==> config.mk <==
export PLATFORM = sky130hd
export DESIGN_NAME = iiitb_wm_timer_flat
export DESIGN_NICKNAME = d
export VERILOG_FILES = /design/src/rtl/iiitb_wm_pkg.sv /design/src/rtl/iiitb_wm_timer_if.sv /design/src/rtl/iiitb_wm_prescaler.sv /design/src/rtl/iiitb_wm_timer.sv /design/src/flat_wrapper.sv
export SDC_FILE = /design/constraint.sdc
export NUM_CORES = 1
export LEC_CHECK = 0
export CAP_MARGIN = 20
export CELL_PAD_IN_SITES_DETAIL_PLACEMENT = 1
export CELL_PAD_IN_SITES_GLOBAL_PLACEMENT = 1
export CORE_UTILIZATION = 35
export DETAILED_ROUTE_END_ITERATION = 16
export PLACE_DENSITY = 0.85
export SLEW_MARGIN = 20
export SYNTH_ARGS = -nofsm -noshare
export SYNTH_HDL_FRONTEND = slang
export SYNTH_HIERARCHICAL = 1
export SYNTH_SLANG_ARGS = --single-unit
==> constraint.sdc <==
create_clock -name clk -period 9.9 [get_ports clk]
set_input_delay 1.485 -clock clk [delete_from_list [all_inputs] [get_ports clk]]
set_output_delay 1.485 -clock clk [all_outputs]
set_load 0.01 [all_outputs]
==> src/rtl/iiitb_wm_pkg.sv <==
// Shared encodings for the iiitb_wm timing controller: timer states, phase decode, default widths.
package iiitb_wm_pkg;

  localparam int unsigned PreW = 16;
  localparam int unsigned DurW = 8;

  typedef enum logic [2:0] {
    TIdle  = 3'd0,
    TWash  = 3'd1,
    TRinse = 3'd2,
    TSpin  = 3'd3,
    TFill  = 3'd4,
    TDone  = 3'd5,
    TFault = 3'd6
  } state_e;

  typedef enum logic [2:0] {
    PhNone  = 3'd0,
    PhWash  = 3'd1,
    PhRinse = 3'd2,
    PhSpin  = 3'd3,
    PhFill  = 3'd4
  } phase_e;

  // Motor phases take precedence over the valves when several actuators are on at once.
  function automatic phase_e decode_phase(input logic motor_on, input logic fill_on,
                                          input logic drain_on, input logic water_wash);
    phase_e ph;
    if (motor_on)                    ph = water_wash ? PhRinse : PhWash;
    else if (drain_on && water_wash) ph = PhSpin;
    else if (fill_on)                ph = PhFill;
    else                             ph = PhNone;
    return ph;
  endfunction

endpackage

==> src/rtl/iiitb_wm_timer_if.sv <==
// Actuator/timeout signals exchanged between the washing-machine FSM and its timing controller.
interface iiitb_wm_timer_if;

  logic motor_on;
  logic fill_value_on;
  logic drain_value_on;
  logic water_wash;
  logic cycle_timeout;
  logic spin_timeout;

  modport master (
    output motor_on, fill_value_on, drain_value_on, water_wash,
    input  cycle_timeout, spin_timeout
  );

  modport slave (
    input  motor_on, fill_value_on, drain_value_on, water_wash,
    output cycle_timeout, spin_timeout
  );

endinterface

==> src/rtl/iiitb_wm_prescaler.sv <==
// Tick generator: strobes once every max(div,1) clocks, realigned to zero by restart.
module iiitb_wm_prescaler #(
  parameter int unsigned PRE_W = 16
) (
  input  logic             clk,
  input  logic             reset_n,
  input  logic [PRE_W-1:0] div,
  input  logic             restart,
  output logic             tick
);

  logic [PRE_W-1:0] cnt_q, cnt_d, last;

  always_comb begin
    last  = (div == '0) ? '0 : div - 1'b1;
    // >= so a divider lowered mid-count wraps at once instead of running through the full range
    tick  = (cnt_q >= last);
    cnt_d = (restart || tick) ? '0 : cnt_q + 1'b1;
  end

  always_ff @(posedge clk or negedge reset_n) begin
    if (!reset_n) cnt_q <= '0;
    else          cnt_q <= cnt_d;
  end

endmodule

==> src/rtl/iiitb_wm_timer.sv <==
// Timing controller beside the iiitb_wm FSM: phase timeouts from programmable tick durations
// plus a sticky fill-valve watchdog fault.
module iiitb_wm_timer
  import iiitb_wm_pkg::*;
#(
  parameter int unsigned PRE_W = PreW,
  parameter int unsigned DUR_W = DurW
) (
  input  logic              clk,
  input  logic              reset_n,
  input  logic [PRE_W-1:0]  prescale_div,
  input  logic [DUR_W-1:0]  wash_dur,
  input  logic [DUR_W-1:0]  rinse_dur,
  input  logic [DUR_W-1:0]  spin_dur,
  input  logic [DUR_W-1:0]  fill_limit,
  input  logic              fault_clr,
  iiitb_wm_timer_if.slave   bus,
  output logic              fault,
  output logic [2:0]        phase,
  output logic              tick
);

  state_e           st_q, st_d;
  phase_e           org_q, org_d, dec;
  logic [DUR_W-1:0] cnt_q, cnt_d;
  logic             ptick, restart;
  logic             cyc_to_q, cyc_to_d, spin_to_q, spin_to_d, fault_q, fault_d, tick_q;

  assign dec     = decode_phase(bus.motor_on, bus.fill_value_on, bus.drain_value_on,
                                bus.water_wash);
  assign restart = (st_d != st_q);

  iiitb_wm_prescaler #(
    .PRE_W (PRE_W)
  ) u_prescaler (
    .clk     (clk),
    .reset_n (reset_n),
    .div     (prescale_div),
    .restart (restart),
    .tick    (ptick)
  );

  always_comb begin
    st_d  = st_q;
    org_d = org_q;
    cnt_d = cnt_q;
    unique case (st_q)
      TIdle: begin
        org_d = dec;
        case (dec)
          PhWash:  begin st_d = TWash;  cnt_d = wash_dur;   end
          PhRinse: begin st_d = TRinse; cnt_d = rinse_dur;  end
          PhSpin:  begin st_d = TSpin;  cnt_d = spin_dur;   end
          PhFill:  begin st_d = TFill;  cnt_d = fill_limit; end
          default: ;
        endcase
      end
      TWash, TRinse, TSpin: begin
        if (dec != org_q) begin
          st_d = TIdle;
        end else begin
          if (ptick && cnt_q != '0) cnt_d = cnt_q - 1'b1;
          if (cnt_d == '0) st_d = TDone;
        end
      end
      TDone: begin
        if (dec != org_q) st_d = TIdle;
      end
      TFill: begin
        // A zero count here means the watchdog was loaded disabled; it never counts.
        if (!bus.fill_value_on) begin
          st_d = TIdle;
        end else if (ptick && cnt_q != '0) begin
          cnt_d = cnt_q - 1'b1;
          if (cnt_q == DUR_W'(1)) st_d = TFault;
        end
      end
      TFault: begin
        if (fault_clr) st_d = TIdle;
      end
      default: st_d = TIdle;
    endcase

    cyc_to_d  = (st_d == TDone) && (org_d != PhSpin);
    spin_to_d = (st_d == TDone) && (org_d == PhSpin);
    fault_d   = (st_d == TFault);
  end

  always_ff @(posedge clk or negedge reset_n) begin
    if (!reset_n) begin
      st_q      <= TIdle;
      org_q     <= PhNone;
      cnt_q     <= '0;
      cyc_to_q  <= 1'b0;
      spin_to_q <= 1'b0;
      fault_q   <= 1'b0;
      tick_q    <= 1'b0;
    end else begin
      st_q      <= st_d;
      org_q     <= org_d;
      cnt_q     <= cnt_d;
      cyc_to_q  <= cyc_to_d;
      spin_to_q <= spin_to_d;
      fault_q   <= fault_d;
      tick_q    <= ptick;
    end
  end

  assign bus.cycle_timeout = cyc_to_q;
  assign bus.spin_timeout  = spin_to_q;
  assign fault             = fault_q;
  assign phase             = st_q;
  assign tick              = tick_q;

endmodule

==> src/flat_wrapper.sv <==
// flat-port wrapper written by rule: the top's interface ports become plain ports
module iiitb_wm_timer_flat import iiitb_wm_pkg::*;
#(
  parameter int unsigned PRE_W = PreW,
  parameter int unsigned DUR_W = DurW
)
  (clk, reset_n, prescale_div, wash_dur, rinse_dur, spin_dur, fill_limit, fault_clr, fault, phase, tick, bus_motor_on, bus_fill_value_on, bus_drain_value_on, bus_water_wash, bus_cycle_timeout, bus_spin_timeout);
  iiitb_wm_timer_if bus_i ();
  input  logic clk;
  input  logic reset_n;
  input  logic [PRE_W-1:0] prescale_div;
  input  logic [DUR_W-1:0] wash_dur;
  input  logic [DUR_W-1:0] rinse_dur;
  input  logic [DUR_W-1:0] spin_dur;
  input  logic [DUR_W-1:0] fill_limit;
  input  logic fault_clr;
  output logic fault;
  output logic [2:0] phase;
  output logic tick;
  input wire logic [$bits(bus_i.motor_on)-1:0] bus_motor_on;
  input wire logic [$bits(bus_i.fill_value_on)-1:0] bus_fill_value_on;
  input wire logic [$bits(bus_i.drain_value_on)-1:0] bus_drain_value_on;
  input wire logic [$bits(bus_i.water_wash)-1:0] bus_water_wash;
  output wire logic [$bits(bus_i.cycle_timeout)-1:0] bus_cycle_timeout;
  output wire logic [$bits(bus_i.spin_timeout)-1:0] bus_spin_timeout;
  assign bus_i.motor_on = bus_motor_on;
  assign bus_i.fill_value_on = bus_fill_value_on;
  assign bus_i.drain_value_on = bus_drain_value_on;
  assign bus_i.water_wash = bus_water_wash;
  assign bus_cycle_timeout = bus_i.cycle_timeout;
  assign bus_spin_timeout = bus_i.spin_timeout;
  iiitb_wm_timer #(.PRE_W(PRE_W), .DUR_W(DUR_W)) u_core (.clk(clk), .reset_n(reset_n), .prescale_div(prescale_div), .wash_dur(wash_dur), .rinse_dur(rinse_dur), .spin_dur(spin_dur), .fill_limit(fill_limit), .fault_clr(fault_clr), .bus(bus_i), .fault(fault), .phase(phase), .tick(tick));
endmodule
# --- Word-level counts from Yosys, hierarchy flattened ---
# Index checks and enable logic that the tools add are counted.
classes:
  n_reduce_logical: 12
  n_eq_ne: 20
  n_addsub: 3
  magnitude_cmp: 1
  muxes: 23
ops:
  columns: ["operator", "count"]
  rows:
  - ["$mux 8", 5]
  - ["$mux 3", 11]
  - ["$mux 16", 2]
  - ["$pmux 8 s4", 1]
  - ["$pmux 8 s3", 1]
  - ["$eq 3x3->1 const B", 6]
  - ["$add 16x1->16 const B", 1]
  - ["$ge 16x16->1", 1]
  - ["$logic_not 16->1", 1]
  - ["$sub 16x1->16 const B", 1]
  - ["$eq 3x2->1 const B", 5]
  - ["$pmux 3 s5", 1]
  - ["$pmux 3 s4", 1]
  - ["$eq 8x1->1 const B", 1]
  - ["$logic_not 8->1", 1]
  - ["$reduce_bool 8->1", 1]
  - ["$sub 8x1->8 const B", 1]
  - ["$eq 3x1->1 const B", 2]
  - ["$ne 3x3->1", 2]
  - ["$ne 5x5->1 const B", 1]
  - ["$logic_and 1x1->1", 4]
  - ["$ne 2x2->1 const B", 2]
  - ["$reduce_and 4->1", 1]
  - ["$logic_not 3->1", 1]
  - ["other kinds (5)", 5]
word_totals:
  wordCells: 67
  inputBits: 55
  regBits: 34

# --- Depth between registers and ports, before layout ---
logic_depth:
  depth_word: 14
  depth_mapped: 23
  depth_no_buf: 21

# --- Hierarchy ---
# Netlist, hierarchy kept.
modules_own_cells:
  columns: ["module", "area_per_inst_um2", "cells_per_inst", "n_inst"]
  rows:
  - ["iiitb_wm_timer", 1624.1, 190, 1]
  - ["iiitb_wm_prescaler", 1490.2, 176, 1]

# --- Least setup slack after synthesis ---
# No wires, ideal clock.
synth_path:
  path_type: "input-to-reg"
  start: "input prescale_div[9]"
  end: "register u_core.u_prescaler.cnt_q[10]"
  required_time_ps: 9781
  setup_slack_ps: 4656
  path_stages: 21
  arrival_time_ps: 5125
  n_path_buf: 1
  setup_ps: 119
  path_cell_list: "nor4_2 nand3_1 or3_1 nor3_1 a21oi_1 ha_1 nand4_1 a211oi_1 a31oi_1 nand3_1 nand2_1 a211o_1 a211oi_1 nand3_1 o211ai_1 nor2_1 o21ai_0 a311oi_2 nand2_2 buf_6 nor2_2"
synth_between:
  elab_chain_len: 14
  word_cells_on_any_way: 17
synth_rtl:
  columns: ["element", "line", "text"]
  rows:
  - ["start, declared", "flat_wrapper.sv:11", "input logic [PRE_W-1:0] prescale_div;"]
  - ["$sub 16x1->16 or $logic_not 16->1 (tied branches)", "iiitb_wm_prescaler.sv:15", "last = (div == '0) ? '0 : div - 1'b1;"]
  - ["$mux 16 (*)", "iiitb_wm_prescaler.sv:15", null]
  - ["$ge 16x16->1 (*)", "iiitb_wm_prescaler.sv:17", "tick = (cnt_q >= last);"]
  - ["via u_core.ptick", "iiitb_wm_timer.sv:26", "logic ptick, restart;"]
  - ["$logic_and 1x1->1 (*)", "iiitb_wm_timer.sv:62, iiitb_wm_timer.sv:73", null]
  - ["$mux 8", "iiitb_wm_timer.sv:62", "if (ptick && cnt_q != '0) cnt_d = cnt_q - 1'b1;"]
  - ["$mux 8", "iiitb_wm_timer.sv:59", "if (dec != org_q) begin"]
  - ["$mux 8", "iiitb_wm_timer.sv:47", "unique case (st_q)"]
  - ["$logic_not 8->1", "iiitb_wm_timer.sv:63", "if (cnt_d == '0) st_d = TDone;"]
  - ["$mux 3", "iiitb_wm_timer.sv:63", null]
  - ["$mux 3", "iiitb_wm_timer.sv:59", null]
  - ["$pmux 3 s5 (*)", "iiitb_wm_timer.sv:47", null]
  - ["$ne 3x3->1 (*)", "iiitb_wm_timer.sv:31", "assign restart = (st_d != st_q);"]
  - ["via u_core.restart", "iiitb_wm_timer.sv:26", null]
  - ["$logic_or 1x1->1 (*)", "iiitb_wm_prescaler.sv:18", "cnt_d = (restart || tick) ? '0 : cnt_q + 1'b1;"]
  - ["$mux 16 (*)", "iiitb_wm_prescaler.sv:18", null]
  - ["via u_core.u_prescaler.cnt_d[10]", "iiitb_wm_prescaler.sv:12", "logic [PRE_W-1:0] cnt_q, cnt_d, last;"]
  - ["end signal, assigned", "iiitb_wm_prescaler.sv:23", "else cnt_q <= cnt_d;"]
  - ["end, declared", "iiitb_wm_prescaler.sv:12", null]
# The timed path passes the listed nets; every way through them passes the cells marked *. The select of a mux whose other input is x is not followed.
# A chain may end at the register's enable or synchronous reset.

# --- Final worst setup path ---
layout_path:
  start: "input prescale_div[8]"
  end: "register u_core.u_prescaler.cnt_q[2]"
# The elaborated chain is that of the path after synthesis.

==> results.json <==
{
  "wl_mm": 9.05,
  "die_w_um": 96.3,
  "port_buffers": 61,
  "path_clk_slew_ps": 60,
  "crit_type": "in2reg",
  "hold_path_end": "u_core/u_prescaler/cnt_q[0]$_DFF_PN0_",
  "worstPathRequired_ps": 10040,
  "synth.ff_latch_count": 34,
  "pwr-share-clk_pct": 14.7,
  "drv_cap": 0,
  "critPathMaxFanout": 15,
  "rsz0062_at_grt": "no",
  "syn2layout_area_growth_pct": 24.4,
  "intPower_mw": 0.396,
  "cpLargestDelayFamily": "simple AND/OR/NAND/NOR gates",
  "crit_buf_inv": 1,
  "worstPathArrival_ps": 6570,
  "r2r_slack_ps": 5920,
  "tightest_slew_ps": 801,
  "crit_path_start_kind": "primary input",
  "period_share_pct": 64.9,
  "diodes": 0,
  "ys_types": 68,
  "post-cts-setup-buffers": 0,
  "finalCriticalPeriod_ps": 6420,
  "ff2ff_path_depth": 16,
  "ioPinCount": 62,
  "slew_violations": 0,
  "r2r-start": "u_core/u_prescaler/cnt_q[0]$_DFF_PN0_",
  "drt_iter0_drc": 132,
  "die_y_um": 96.3,
  "insertion_delay_ps": 280,
  "dieArea_um2": 9280,
  "syn_inst": 366,
  "cts-root-buf": "clkbuf_8",
  "placed_area_um2": 3780,
  "coreArea_um2": 8680,
  "p_sw_mw": 0.334,
  "vias": 3043,
  "synthesis.nets": 443,
  "fill_cells": 1073,
  "fin_skew_ps": 9.21,
  "crit_top_cell": "nand3_1",
  "wl_per_cell_um": 17.1,
  "fin_nets": 498,
  "postCtsHoldBufs": 0,
  "drt-pass1-iter-count": 5,
  "power_density_nw_per_um2": 188,
  "cts-buffers-inserted": 5,
  "min_from": "u_core/u_prescaler/cnt_q[0]$_DFF_PN0_",
  "ir_drop_uv": 86.5,
  "grt_pass1_vias": 3056,
  "p_leak_nw": 1.57,
  "cts.sinks": 34,
  "max_stage_delay_ps": 480,
  "status": "completed",
  "antenna_violating_nets_post_route": 0,
  "gp_congestion": 0.871,
  "synth_ff_type": "dfrtp_1",
  "cts_tree": "done",
  "crit_path_top_delay_cell": "clkdlybuf4s50_1",
  "seq_power_share_pct": 31.8,
  "min_path_type": "reg2reg",
  "cp-end-kind": "register",
  "grt_antenna_before_repair": 0,
  "synth_enable_flop_cells": 0,
  "grt.overflow.total": 0,
  "rows": 34,
  "yosysWarnings": 6,
  "start_util_pct": 35.9,
  "finalSetupTns_ps": 0,
  "switching_share_pct": 45.8,
  "cts_buffer_depth": 2,
  "avgSynthCellArea_um2": 8.51,
  "seq_area_frac_synth_pct": 27.3,
  "syn-cell-area_um2": 3110,
  "hold_viol_final": 0,
  "stdcell_area_um2": 3870,
  "post_cts_resized": 0,
  "htree_levels": 2,
  "vias_per_cell": 5.74,
  "comb_power_share_pct": 53.5,
  "drc": 0,
  "grt_max_degree": 35,
  "async_flop_share_pct": 100,
  "slew_headroom_pct": 46.4,
  "grt.total_usage_pct": 20.7,
  "hpwlAfterDp_mm": 7.32,
  "clock.fmax_ghz": 0.156,
  "setup_violations": 0,
  "r2r-end": "u_core/u_prescaler/cnt_q[2]$_DFF_PN0_",
  "path_cells": "clkdlybuf4s50_1 -> nor4_2 -> nand3_1 -> or3_1 -> nor3_1 -> a21oi_1 -> ha_1 -> nand4_1 -> a211oi_1 -> a31oi_1 -> nand3_1 -> nand2_1 -> a211o_1 -> a211oi_1 -> nand3_1 -> o211ai_1 -> nor2_1 -> o21ai_0 -> a311oi_2 -> nand2_2 -> nor2_1",
  "grt_pass1_wl_mm": 14.9,
  "layout-drive-gt1-share_pct": 8.29,
  "hold_depth": 1
}
-- power groups by stage --
stage,Sequential (mW),Clock [mW],Combinational [mW]
after floorplan,0.211,0,0.301
after global placement,0.230,0,0.372
after detailed placement,0.234,0,0.387
after CTS,0.232,0.110,0.390
after global routing,0.239,0.118,0.426
final,0.232,0.107,0.390
-- routing by layer --
layer  global-route usage, %  vias to the layer above  share of wire, %  routed length (um)
met2                    35.8                       45                50                4510
li1                        -                     1477                 -                   -
met4                    2.57                        0              0.66                  60
met3                    3.16                        8               2.5                 228
met5                       0                        -                 0                   0
met1                    27.8                     1513                47                4260
-- placed cells by master (no fill, tap or decap), types with 5 or more instances in the layout --
master / synthesis / final
a21o_1: 5 / 5
inv_1: 14 / 14
clkbuf_8: 0 / 6
nand2_1: 35 / 35
o21ai_0: 17 / 17
clkdlybuf4s50_1: 0 / 61
nand2b_1: 5 / 5
and3_1: 5 / 5
a21oi_1: 27 / 27
xnor2_1: 12 / 12
o22a_1: 6 / 6
nor3_1: 13 / 13
nor2_1: 28 / 28
ha_1: 22 / 22
dfrtp_1: 34 / 34
nor2_2: 11 / 11
a221oi_1: 6 / 6
nand3_1: 10 / 10
xor2_1: 10 / 10
and4_1: 5 / 5
a22o_1: 8 / 8
-- state kept, by name, summed over array words and instances (netlist names) --
signal,flops
u_core/phase,3
u_core/bus.cycle_timeout,1
u_core/org_q,3
u_core/tick,1
u_core/u_prescaler/cnt_q,16
u_core/cnt_q,8
u_core/fault,1
u_core/bus.spin_timeout,1
-- through the flow --
step	power [mW]	hold slack [ps]	setup slack (ps)	instances	util (%)
final	0.730	532	3480	530	44.6
after CTS	0.731	533	3570	530	44.6
after floorplan	0.512	470	4660	366	-
after global routing	0.783	551	3120	530	44.6
after detailed placement	0.621	521	3300	522	43.6
after global placement	0.602	512	3650	522	43.6
-- cells by family (layout without fill, tap and decap cells) --
logic type	after synthesis	count (layout)	synth area share (%)
buffers and inverters	28	84	4.42
AND/OR/NAND/NOR	150	150	27.5
multiplexers	2	2	0.683
flip-flops	34	34	27.3
XOR/XNOR	22	22	6.19
adder cells (fa/ha/maj)	22	22	8.84
AO/OA/AOI/OAI	108	108	25.0
-- worst max path at each step --
stage | from | end | slack (ps) | cells past startpoint
5_1_grt | prescale_div[8] | u_core/u_prescaler/cnt_q[2]$_DFF_PN0_ | 3120 | 21
2_1_floorplan | prescale_div[9] | u_core/u_prescaler/cnt_q[10]$_DFF_PN0_ | 4660 | 21
3_3_place_gp | prescale_div[4] | u_core/u_prescaler/cnt_q[3]$_DFF_PN0_ | 3650 | 21
4_1_cts | prescale_div[8] | u_core/u_prescaler/cnt_q[5]$_DFF_PN0_ | 3570 | 21
3_5_place_dp | prescale_div[4] | u_core/u_prescaler/cnt_q[5]$_DFF_PN0_ | 3300 | 21
6_report | prescale_div[8] | u_core/u_prescaler/cnt_q[2]$_DFF_PN0_ | 3480 | 21
-- final cells by class --
cell class              count  area [um2]  share of cell area (%)
flip-flops and latches     34         851                    22.0
repair buffers             62         618                    16.0
inverters                  14        52.6                    1.36
clock buffers               7        86.3                    2.23
multi-input cells         304        2130                    54.9
clock inverters             1        5.00                   0.129
well taps                 108         135                    3.49
-- cell usage after synthesis, types with 4 or more instances --
| library cell | instances | area (um2) |
|---|---|---|
| xor2_1 | 10 | 87.6 |
| dfrtp_1 | 34 | 851 |
| nor2_1 | 28 | 105 |
| nand2b_1 | 5 | 31.3 |
| a21o_1 | 5 | 37.5 |
| nand3_1 | 10 | 50.1 |
| clkbuf_1 | 5 | 18.8 |
| a21oi_1 | 27 | 135 |
| inv_1 | 14 | 52.6 |
| and4_1 | 5 | 43.8 |
| o22ai_1 | 4 | 25.0 |
| nor2_2 | 11 | 68.8 |
| xnor2_1 | 12 | 105 |
| a221oi_1 | 6 | 52.6 |
| a22oi_1 | 4 | 30.0 |
| and3_1 | 5 | 31.3 |
| nand4_1 | 4 | 25.0 |
| buf_2 | 5 | 25.0 |
| and2_1 | 4 | 25.0 |
| ha_1 | 22 | 275 |
| a22o_1 | 8 | 70.1 |
| nand2_1 | 35 | 131 |
| o21ai_0 | 17 | 85.1 |
| nor3_1 | 13 | 65.1 |
| o22a_1 | 6 | 52.6 |
No activity file was read; power rests on OpenSTA's default activity.
==> RTL change 1 (same flow settings) <==
Set the package constant `PreW` to 8 (it was 16).
--- a/src/rtl/iiitb_wm_pkg.sv
+++ b/src/rtl/iiitb_wm_pkg.sv
@@ -1,7 +1,7 @@
 // Shared encodings for the iiitb_wm timing controller: timer states, phase decode, default widths.
 package iiitb_wm_pkg;
 
-  localparam int unsigned PreW = 16;
+  localparam int unsigned PreW = 8;
   localparam int unsigned DurW = 8;
 
   typedef enum logic [2:0] {
Ports: changed (resized prescale_div); port bits go from 62 to 54. No check against the original RTL was run, so the function may have changed too.
==> RTL change 1 against the original RTL <==
  * Power shrank 13%
  * Non-clock buffer count shrank 8
  * Count of clock-buffer cells in the layout shrank 4
  * Worst setup slack gained 380 ps
  * First-iteration DRC count shrank 50%
  * Routed wire length shrank 28%
  * Clock power shrank 18%
  * Synthesized area shrank 25%
  * Via count shrank 25%
  * Synthesized cell count shrank 27%
  * Register-to-register slack gained 230 ps
  * Sequential cell count shrank 8
  * Design area shrank 23%
  * Critical endpoint is now u_core/u_prescaler/cnt_q[3]
  * Highest routed layer unchanged
==> RTL change 1: results (changes against the original RTL) <==
.. list-table::
   :header-rows: 1

   * - Metric
     - Value
   * - Run status
     - complete, no violations
   * - Average via count per standard cell
     - 5.87 (+2.3%)
   * - Xor/xnor cell area share of the yosys netlist
     - 0.0376 (-0.0243)
   * - Leading cell types by total area after synthesis
     - sky130_fd_sc_hd__dfrtp_1, sky130_fd_sc_hd__ha_1, sky130_fd_sc_hd__a21oi_1
   * - Worst clock skew
     - 4.73 ps (-4.48 ps)
   * - Port Buffer Count
     - 53 (-13%)
   * - Number of standard cells in the layout, taps in and fillers out
     - 390 (-26%)
   * - CP peak stage delay
     - 570 ps (+90 ps)
   * - Filler cell count in the final layout
     - 764 (-29%)
   * - Drt total wl
     - 6.54 mm (-28%)
   * - Complex-gate fraction of the synthesized area
     - 0.288 (+0.0377)
   * - Cells after synthesis
     - 268 (-27%)
   * - Number of violations reported at the end of detailed-routing iteration 0
     - 66 (-50%)
   * - Endpoint of the lowest-slack register-to-register path
     - u_core/u_prescaler/cnt_q[3]
   * - Number of instances resized during post-cts repair
     - 0 (unchanged)
   * - Clock slew at the register clock pins of the worst setup and hold paths
     - 90 ps (+30 ps)
   * - CP max FO
     - 9 (-6)
   * - Net count of the finished layout
     - 374 (-25%)
   * - Via count of the first global-routing pass
     - 2,393 (-22%)
   * - DP Wirelength
     - 5.09 mm (-30%)
   * - Startpoint of the worst register-to-register path
     - u_core/u_prescaler/cnt_q[2]
   * - R2r setup slk
     - 6150 ps (+230 ps)
   * - Maximum number of pins on one net before global-route repair
     - 27 (-23%)
   * - Peak supply drop
     - 0.0777 mV (-10%)
   * - Worst relative slew slack
     - 0.544 (+0.0798)
   * - Worst hold slack
     - 542 ps (+10.2 ps)
   * - Library cells used by synthesis
     - 67 (-1.5%)
   * - Top Registers
     - u_core/cnt_q (8), u_core/u_prescaler/cnt_q (8)
   * - Share of synthesized area spent on multiplexers
     - 0.0134 (+0.00660)
   * - Leakage power of the design
     - 1.18 nW (-25%)
   * - Placed Instance Area
     - 2890 um^2 (-24%)
   * - Portion of the post-synthesis area used by sequential elements
     - 0.279 (+0.00622)
   * - Most used DFF post-synth
     - sky130_fd_sc_hd__dfrtp_1
   * - All-layer global routing usage
     - 0.194 (-0.0126)
   * - Layout cell share with drive strength beyond 1
     - 0.0639 (-0.0190)
   * - Critical path arrival
     - 6160 ps (-410 ps)
   * - Synthesized Nets
     - 328 (-26%)
   * - Slowest CP cell
     - sky130_fd_sc_hd__o211ai_1
   * - CTS HTree Levels
     - 1 (-1)
   * - Commonest cells post-synth
     - sky130_fd_sc_hd__dfrtp_1, sky130_fd_sc_hd__a21oi_1, sky130_fd_sc_hd__nand2_1
   * - Drt first pass iters
     - 4 (-1)
   * - Number of buffers added by the clock tree synthesis step
     - 3 (-2)
   * - Launch point of the worst path
     - prescale_div[0]
RTL change 1: cell types whose count changed in the layout (fill, tap and decap cells not counted), moves of 5 or more:
cell                              unedited run  this run
sky130_fd_sc_hd__ha_1                       22        13
sky130_fd_sc_hd__nor2_2                     11         0
sky130_fd_sc_hd__clkdlybuf4s50_1            61        53
sky130_fd_sc_hd__a21oi_1                    27        20
sky130_fd_sc_hd__nor2_1                     28        13
sky130_fd_sc_hd__nor4_1                      2         9
sky130_fd_sc_hd__nand3_1                    10         5
sky130_fd_sc_hd__xnor2_1                    12         6
sky130_fd_sc_hd__o21ai_0                    17        12
sky130_fd_sc_hd__dfrtp_1                    34        26
sky130_fd_sc_hd__nand2_1                    35        20
sky130_fd_sc_hd__xor2_1                     10         4
RTL change 1: per-stage QoR:
stage	setup slack [ps]	power, mW
global placement	3940	0.528
global route	3440	0.687
CTS	3900	0.636
detailed placement	3660	0.542
floorplan	4890	0.448
finish	3860	0.635
RTL change 1: cell families after synthesis:
family                     count (synthesis)
adders and majority gates                 13
xor gates and xnor gates                  10
muxes                                      3
AOI/OAI and AO/OA                         91
and+or+nand+nor                           99
buffers and inverters                     26
DFF                                       26
RTL change 1: how the worst min path moves through the flow:
stage | from | end | cells after the start
final | u_core/u_prescaler/cnt_q[0] | u_core/u_prescaler/cnt_q[0] | 1
after detailed placement | u_core/u_prescaler/cnt_q[0] | u_core/u_prescaler/cnt_q[0] | 1
after global placement | u_core/u_prescaler/cnt_q[0] | u_core/u_prescaler/cnt_q[0] | 1
after CTS | u_core/u_prescaler/cnt_q[0] | u_core/u_prescaler/cnt_q[0] | 1
after global routing | u_core/u_prescaler/cnt_q[0] | u_core/u_prescaler/cnt_q[0] | 1
after floorplan | u_core/u_prescaler/cnt_q[0] | u_core/u_prescaler/cnt_q[0] | 1
RTL change 1: layout make-up:
type | count | area, um^2 | area share
well taps | 77 | 96.3 | 0.0325
clock buffers | 3 | 41.3 | 0.0139
flip-flops and latches | 26 | 651 | 0.220
inverters | 13 | 48.8 | 0.0165
multi-input cells | 216 | 1560 | 0.526
clock inverters | 1 | 30.0 | 0.0101
repair buffers | 54 | 538 | 0.182
RTL change 1: worst max-delay path, delay by kind of cell:
family	cells	cell delay, ps
AOI/OAI and AO/OA	5	1800
adders and majority gates	2	430
buffers and inverters	2	520
and+or+nand+nor	9	1940
RTL change 1: power breakdown:
part / switching, mW / total [mW] / internal (mW)
Sequential: 0.0595 / 0.198 / 0.139
Clock: 0.0341 / 0.0882 / 0.0541
Combinational: 0.192 / 0.348 / 0.157
Total: 0.285 / 0.635 / 0.350
RTL change 1: routing by layer:
layer	global-route usage	share of wire	vias up
li1	-	-	1114
met1	0.239	0.45	1104
met2	0.350	0.50	68
met3	0.0326	0.049	4
met4	0.0478	0.0064	0
met5	0	0	-
==> RTL change 2 (same settings) <==
Made on the original files. Reset style: synchronous (`reset_n`), changed in 2 clocked blocks.
--- a/src/rtl/iiitb_wm_prescaler.sv
+++ b/src/rtl/iiitb_wm_prescaler.sv
@@ -18,7 +18,7 @@
     cnt_d = (restart || tick) ? '0 : cnt_q + 1'b1;
   end
 
-  always_ff @(posedge clk or negedge reset_n) begin
+  always_ff @(posedge clk) begin
     if (!reset_n) cnt_q <= '0;
     else          cnt_q <= cnt_d;
   end
--- a/src/rtl/iiitb_wm_timer.sv
+++ b/src/rtl/iiitb_wm_timer.sv
@@ -86,7 +86,7 @@
     fault_d   = (st_d == TFault);
   end
 
-  always_ff @(posedge clk or negedge reset_n) begin
+  always_ff @(posedge clk) begin
     if (!reset_n) begin
       st_q      <= TIdle;
       org_q     <= PhNone;
Check against the original RTL: differs if reset_n is asserted again (counterexample within 4 cycles, from zero or initial values and one cycle with reset_n low); with reset_n held inactive, the same outputs for 10 cycles.
==> RTL change 2 against the original RTL <==
  * Worst setup slack got worse by 1200 ps
  * Routed wire length increased by 10%
  * Synthesized area fell by 1.2%
  * Sequential share of layout area is 4.2 points lower
  * Synthesized cell count up 9.6%
  * Design area decreased by 1.2%
  * Clock skew is 1.1 ps higher
  * Sequential cell count unchanged
  * Critical path depth increased by 1
  * Global-route usage increased by 1.8 points
  * Critical endpoint is now u_core/u_prescaler/cnt_q[15]
Power is not compared: it rests on default switching activity, and its combinational part moved more than twofold at a synthesized area within 25%.
==> RTL change 2: results (changes against the original RTL) <==
.. list-table::
   :header-rows: 1

   * - Metric
     - Value
   * - Average via count per standard cell
     - 5.92 (+3.1%)
   * - Number of non-clock inverters in the layout
     - 12 (-2)
   * - Number of standard cells in the layout, taps in and fillers out
     - 558 (+5.3%)
   * - Beginning of the worst hold path
     - u_core/cnt_q[4]
   * - Worst hold slack
     - 522 ps (-9.97 ps)
   * - Placed instance count
     - 550 (+5.4%)
   * - Multi-input combinational area share
     - 0.589 (+0.0400)
   * - Cells after synthesis
     - 401 (+9.6%)
   * - Pwr Total
     - approximately 460 uW
   * - Routed length per instance
     - 17.8 um (+4.5%)
   * - Multi-input comb cells
     - 336 (+11%)
   * - Worst setup slack before clock tree synthesis
     - 2170 ps (-1130 ps)
   * - Met2 demand-to-capacity share in global routing
     - 0.368 (+0.00970)
   * - Placed Instance Area
     - 3740 um^2 (-1.2%)
   * - Launch point of the worst path
     - prescale_div[0]
   * - Hold Path End
     - u_core/cnt_q[4]
   * - Async set-or-reset flop fraction in the synthesized netlist
     - 0 (-1.00)
   * - Net count of the finished layout
     - 529 (+6.2%)
   * - Commonest cells post-synth
     - sky130_fd_sc_hd__nand2_1, sky130_fd_sc_hd__dfxtp_1, sky130_fd_sc_hd__a21oi_1
   * - Met1 global-route usage
     - 0.322 (+0.0440)
   * - Portion of the layout cell area used by non-clock buffers
     - 0.163 (+0.00389)
   * - Run status
     - complete, no violations
   * - CP max FO
     - 17 (+2)
   * - Worst clock skew
     - 10.3 ps (+1.10 ps)
   * - Flip-flop and latch share of the layout cell area
     - 0.178 (-0.0418)
   * - Wire length of the first global-routing pass
     - 16.1 mm (+7.7%)
   * - Portion of the post-synthesis area used by sequential elements
     - 0.221 (-0.0520)
   * - Complex-gate fraction of the synthesized area
     - 0.253 (+0.00224)
RTL change 2: changes by cell type after synthesis, sizes merged, moves of 5 or more:
cell	before	now
a22oi	4	9
clkbuf	5	12
dfrtp	34	0
dfxtp	0	34
nand2	36	41
nand3	10	19
nor2	39	20
nor3	13	23
nor4	6	21
o21a	1	6
o22a	6	1
xnor2	12	22
xor2	10	3
RTL change 2: metal layers:
| metal | routed length (um) | part of all wire | vias up |
|---|---|---|---|
| li1 | - | - | 1626 |
| met1 | 4810 | 0.48 | 1615 |
| met2 | 4690 | 0.47 | 59 |
| met3 | 429 | 0.043 | 4 |
| met4 | 28 | 0.0028 | 0 |
| met5 | 0 | 0 | - |
RTL change 2: kinds of logic after synthesis:
group	count (synthesis)
compound gates	112
flops	34
fa+ha+maj	22
mux	1
xor+xnor	25
buf+inv	31
simple gates	176
RTL change 2: tightest hold or removal path, stage by stage (launching register included):
cell	delay, ps
sky130_fd_sc_hd__dfxtp_1	350
sky130_fd_sc_hd__nand2_1	70
sky130_fd_sc_hd__o32ai_1	60
